`src/rtl/hw_accel_unpack_rgb_gray.sv`:
```
// Unpacks 32-bit DMA words into one pixel per cycle, tracking x/y and flagging end-of-line/end-of-frame.
// Build option: HW_ACCEL_UNPACK_GRAY_EXPAND_EN replicates each mode-2 gray sample onto R, G and B.

module hw_accel_unpack_rgb_gray_lane #(
  parameter int VEC_W = 8
) (
  input  logic [VEC_W-1:0]   gray,
  output logic [3*VEC_W-1:0] pixel
);
`ifdef HW_ACCEL_UNPACK_GRAY_EXPAND_EN
  assign pixel = {gray, gray, gray};
`else
  assign pixel = {{(2*VEC_W){1'b0}}, gray};
`endif
endmodule

module hw_accel_unpack_rgb_gray #(
  parameter int UNPACK_MODE  = 2,
  parameter int FRAME_WIDTH  = 96,
  parameter int FRAME_HEIGHT = 96
) (
  input  logic        clk,
  input  logic        rst,
  input  logic [31:0] in_packed_data,
  input  logic        in_valid,
  output logic        in_ready,
  output logic [23:0] out_pixel_data,
  output logic        out_valid,
  input  logic        out_ready,
  output logic        out_eol,
  output logic        out_eof
);
  localparam int NUM_LANES = 4;
  localparam int VEC_W     = 8;
  localparam int XW        = (FRAME_WIDTH  > 1) ? $clog2(FRAME_WIDTH)  : 1;
  localparam int YW        = (FRAME_HEIGHT > 1) ? $clog2(FRAME_HEIGHT) : 1;
  localparam logic [XW-1:0] X_LAST = XW'(FRAME_WIDTH - 1);
  localparam logic [YW-1:0] Y_LAST = YW'(FRAME_HEIGHT - 1);

  typedef struct packed {
    logic [3*VEC_W-1:0] data;
    logic               eol;
    logic               eof;
  } pix_rsp_t;

  logic [NUM_LANES-1:0][VEC_W-1:0]   word_q;
  logic                              full_q;
  logic [1:0]                        slot_q;
  logic [XW-1:0]                     x_q;
  logic [YW-1:0]                     y_q;
  logic [NUM_LANES-1:0][3*VEC_W-1:0] lane_pix;
  logic [3*VEC_W-1:0]                rgb_pix;
  pix_rsp_t                          rsp;
  logic                              last_slot;
  logic                              hs;
  logic                              accept;

  for (genvar l = 0; l < NUM_LANES; l++) begin : g_lane
    hw_accel_unpack_rgb_gray_lane #(.VEC_W(VEC_W)) u_lane (
      .gray  (word_q[l]),
      .pixel (lane_pix[l])
    );
  end

  // Byte 3 never reaches the output in the one-pixel-per-word modes.
  always_comb begin
    rgb_pix = '0;
    if (UNPACK_MODE == 1) rgb_pix = {word_q[2], word_q[1], word_q[0]};
    else                  rgb_pix = {word_q[0], word_q[1], word_q[2]};
  end

  always_comb begin
    rsp      = '0;
    rsp.eol  = full_q && (x_q == X_LAST);
    rsp.eof  = rsp.eol && (y_q == Y_LAST);
    if (full_q) rsp.data = (UNPACK_MODE == 2) ? lane_pix[slot_q] : rgb_pix;
  end

  // The eof pixel also retires its word, so a new frame always begins at slot 0 of a fresh word.
  assign last_slot = (UNPACK_MODE != 2) || (slot_q == 2'd3) || rsp.eof;
  assign hs        = full_q && out_ready;
  assign in_ready  = !full_q || (hs && last_slot);
  assign accept    = in_valid && in_ready;

  assign out_valid      = full_q;
  assign out_pixel_data = rsp.data;
  assign out_eol        = rsp.eol;
  assign out_eof        = rsp.eof;

  always_ff @(posedge clk or posedge rst) begin
    if (rst) begin
      word_q <= '0;
      full_q <= 1'b0;
      slot_q <= 2'd0;
    end else if (accept) begin
      word_q <= in_packed_data;
      full_q <= 1'b1;
      slot_q <= 2'd0;
    end else if (hs && last_slot) begin
      full_q <= 1'b0;
      slot_q <= 2'd0;
    end else if (hs) begin
      slot_q <= slot_q + 2'd1;
    end
  end

  always_ff @(posedge clk or posedge rst) begin
    if (rst) begin
      x_q <= '0;
      y_q <= '0;
    end else if (hs) begin
      if (x_q == X_LAST) begin
        x_q <= '0;
        y_q <= (y_q == Y_LAST) ? '0 : y_q + 1'b1;
      end else begin
        x_q <= x_q + 1'b1;
      end
    end
  end
endmodule

```
`config.mk`:
```
export PLATFORM = sky130hd
export DESIGN_NAME = hw_accel_unpack_rgb_gray
export DESIGN_NICKNAME = d
export VERILOG_FILES = /design/src/rtl/hw_accel_unpack_rgb_gray.sv
export SDC_FILE = /design/constraint.sdc
export NUM_CORES = 1
export LEC_CHECK = 0
export CAP_MARGIN = 20
export CORE_MARGIN = 8
export CORE_UTILIZATION = 45
export CTS_CLUSTER_DIAMETER = 60
export DETAILED_ROUTE_END_ITERATION = 12
export PLACE_DENSITY = 0.7
export SLEW_MARGIN = 0
export SYNTH_ARGS = -nofsm -noshare
export SYNTH_HDL_FRONTEND = slang
export SYNTH_HIERARCHICAL = 1
export SYNTH_SLANG_ARGS = --single-unit
```
`constraint.sdc`:
```
create_clock -name clk -period 4.9 [get_ports clk]
set_clock_uncertainty 0.05 [all_clocks]
set_input_delay 0.98 -clock clk [delete_from_list [all_inputs] [get_ports clk]]
set_output_delay 0.98 -clock clk [all_outputs]
set_load 0.02 [all_outputs]
```
==> impl_metrics.csv <==
group,metric,value,unit
finish,antenna_cells,0,
sta,setup_tns,0,ps
setup_path,critPathRequiredTime,3870,ps
detailed_routing,drcViolationCount,0,
finish,area_added_between_synthesis_and_finish,4.23,%
clock_tree,clk_pin_slew,80,ps
sta,clock.fmax,289,MHz
detailed_routing,totalWireLength,6030,um
global_routing,initial_antenna_violation_count,0,
global_routing,grt_first_pass_wirelength,10200,um
clock_tree,tritoncts_clock_tree,"built",
clock_tree,cts_sinks,49,
power,power-per-cell-area,545,mW/mm2
synthesis,synth-async-reset-ratio,1.00,
min_path,min_from,"y_q[4]",
sta,final-hold-violation-count,0,
die,initial_core_util,0.455,
setup_path,critical_path.startpoint_type,"input port",
sta,final_min_period_over_clock_period,0.705,
power,finalPower,2.08,mW
clock_tree,post_cts_gate_resize_count,0,
synthesis,synthesis.yosys.warnings,6,
detailed_routing,dr_total_vias,1921,
flow_run,cap_viol_max_count,0,
placed_design,post_detail_place_hpwl,4490,um
detailed_routing,wl_per_cell,14.1,um
setup_path,crit-reg2reg-launch,"x_q[0]",
detailed_routing,vias_per_cell,4.48,
detailed_routing,drt_first_pass_iters,4,
global_routing,global_route.overflow_total,0,
finish,nets,362,
die,num_rows,33,
synthesis,post_synth_instance_area,0.00367,mm2
placed_design,port_buffers,47,
sta,setup_repair_after_global_routing_missed_its_margin,"false",
clock_tree,total_clock_buffers_created_by_cts,5,
detailed_routing,antenna_left,0,
detailed_routing,first_iter_violations,68,
outcome,run_status,"finished clean",
global_routing,globalRouteTotalUtil,0.112,
die,floorplan.core_area,0.00805,mm2
synthesis,postSynth.topFlopCell,"sky130_fd_sc_hd__dfrtp_1",
synthesis,synth_edf_count,0,
die,total_die_area,0.0113,mm2
sta,finalCriticalPeriod,3460,ps
clock_tree,cts-htree-levels,2,
clock_tree,cts-root-buf,"sky130_fd_sc_hd__clkbuf_8",
clock_tree,post_cts.repair.setup_buffers,0,
finish,layoutNonFillerInstCount,429,
clock_tree,cts_buffer_depth,2,
die,die_width,106,um
die,design.portCount,64,
power,leakagePower,1.67,nW
global_routing,grt_max_degree,50,
setup_path,cp.arrival,2430,ps
synthesis,postSynthAreaPerCell,11.6,um2
setup_path,critPathMaxFanout,4,
sta,finalMaxSlewViolations,0,
clock_tree,clk-insertion-delay-late,310,ps
placed_design,gp_congestion,0.729,
synthesis,yosysSeqAreaShare,0.334,
sta,timing_worst_slew_pin_value,721,ps
synthesis,synth_cells,315,
setup_path,nature_of_the_critical_path_endpoint,"output port",
finish,layout-drive-gt1-share,0.247,
clock_tree,cts-hold-fix-buffers,0,
min_path,worst_hold_path_type,"reg -> reg",
power,ir_worst_vdd,0.000254,V
synthesis,synth-seq-cells,49,
sta,max-slew-margin-rel,0.519,
global_routing,vias_in_the_first_global_route,2036,
die,die_y,106,um
sta,finalSetupViolations,0,
setup_path,critPathKind,"in -> out",
setup_path,timing.critical_path.from,"out_ready",
placed_design,dp.cells,420,
synthesis,synth.lib_cells_used.distinct,33,
==> layout by cell type (no fill, tap or decap), types with 2 or more instances in the layout <==
cell                              count
sky130_fd_sc_hd__a21oi_1              4
sky130_fd_sc_hd__and2_1              25
sky130_fd_sc_hd__and3_2               2
sky130_fd_sc_hd__buf_4                4
sky130_fd_sc_hd__clkbuf_8             5
sky130_fd_sc_hd__clkdlybuf4s50_1     47
sky130_fd_sc_hd__conb_1              64
sky130_fd_sc_hd__dfrtp_1             48
sky130_fd_sc_hd__ha_1                 3
sky130_fd_sc_hd__inv_1                3
sky130_fd_sc_hd__mux2_2               4
sky130_fd_sc_hd__mux2_4              30
sky130_fd_sc_hd__mux4_2              24
sky130_fd_sc_hd__nand2_1             19
sky130_fd_sc_hd__nand3_1              4
sky130_fd_sc_hd__nand4_1              2
sky130_fd_sc_hd__nor2_1               5
sky130_fd_sc_hd__nor3_1               2
sky130_fd_sc_hd__o21ai_0              6
sky130_fd_sc_hd__xnor2_1              3
sky130_fd_sc_hd__xor2_1               3
==> layer usage <==
layer  GRT usage  vias to the layer above  part of all wire
li1            -                      926                 -
met1       0.141                      942              0.45
met2       0.185                       46              0.49
met3      0.0224                        7             0.042
met4      0.0472                        0             0.016
met5           0                        -                 0
==> cell type report <==
type / instances / area [um2]
clock buffer: 5 / 68.8
clock inverter: 3 / 21.3
fill: 746 / 4230
inverter: 4 / 15.0
multi-input combinational: 211 / 1840
sequential: 49 / 1230
tap: 105 / 131
timing repair buffer: 52 / 520
==> cells in the mapped netlist (4+ instances only) <==
cell,instances,area share
sky130_fd_sc_hd__buf_4,96,0.20
sky130_fd_sc_hd__dfrtp_1,49,0.33
sky130_fd_sc_hd__mux2_4,30,0.12
sky130_fd_sc_hd__and2_1,25,0.043
sky130_fd_sc_hd__mux4_2,24,0.15
sky130_fd_sc_hd__nand2_1,19,0.019
sky130_fd_sc_hd__clkbuf_1,6,0.0061
sky130_fd_sc_hd__o21ai_0,6,0.0082
sky130_fd_sc_hd__buf_2,5,0.0068
sky130_fd_sc_hd__nor2_1,5,0.0051
sky130_fd_sc_hd__a21oi_1,4,0.0055
sky130_fd_sc_hd__buf_6,4,0.012
sky130_fd_sc_hd__conb_1,4,0.0041
sky130_fd_sc_hd__inv_1,4,0.0041
sky130_fd_sc_hd__mux2_2,4,0.012
sky130_fd_sc_hd__nand3_1,4,0.0055
==> power by group <==
group	internal [mW]	leakage (nW)	switching (mW)	total (mW)
clock network	0.101	0.0445	0.142	0.243
logic	0.652	1.03	0.478	1.13
registers	0.568	0.600	0.144	0.712
==> registers in the layout, indices dropped and copies added (netlist names) <==
register   cells
y_q            7
rgb_pix       24
word_q         8
out_valid      1
slot_q         2
x_q            7
==> path summary, 6_finish.rpt <==
check | endpoint | slack (ps) | cells after the start
setup / recovery | in_ready | 1440 | 4
hold / removal | y_q[4] | 440 | 1
setup reg to reg | rgb_pix[13] | 2210 | 6
hold reg to reg | y_q[4] | 440 | 1
max in group asynchronous | slot_q[0] | 3510 | 3
min in group asynchronous | rgb_pix[1] | 820 | 2
==> critical path, cell delays in order <==
cell and delay, ps:
sky130_fd_sc_hd__clkdlybuf4s50_1 520, sky130_fd_sc_hd__inv_1 50, sky130_fd_sc_hd__o21ai_0 220, sky130_fd_sc_hd__clkdlybuf4s50_1 650
==> per-stage QoR <==
stage	area, um2	hold WS (ps)	utilization	setup WS, ps
2_1_floorplan	3890	400	-	2260
3_3_place_gp	3710	415	0.461	1470
3_5_place_dp	3710	430	0.461	1460
4_1_cts	3800	443	0.472	1440
5_1_grt	3820	470	0.475	1330
6_report	3820	439	0.475	1440
==> cells by family (layout without fill, tap and decap cells) <==
| kind of cell | count (synthesis) | in the layout | share of synthesized area |
|---|---|---|---|
| buf+inv | 115 | 64 | 0.226 |
| simple gates | 66 | 66 | 0.0976 |
| mux | 58 | 58 | 0.282 |
| flops | 49 | 49 | 0.334 |
| compound gates | 14 | 14 | 0.0311 |
| xor+xnor | 6 | 6 | 0.0143 |
| other cells | 4 | 64 | 0.00409 |
| fa+ha+maj | 3 | 3 | 0.0102 |
(Power assumes the default switching activity.)
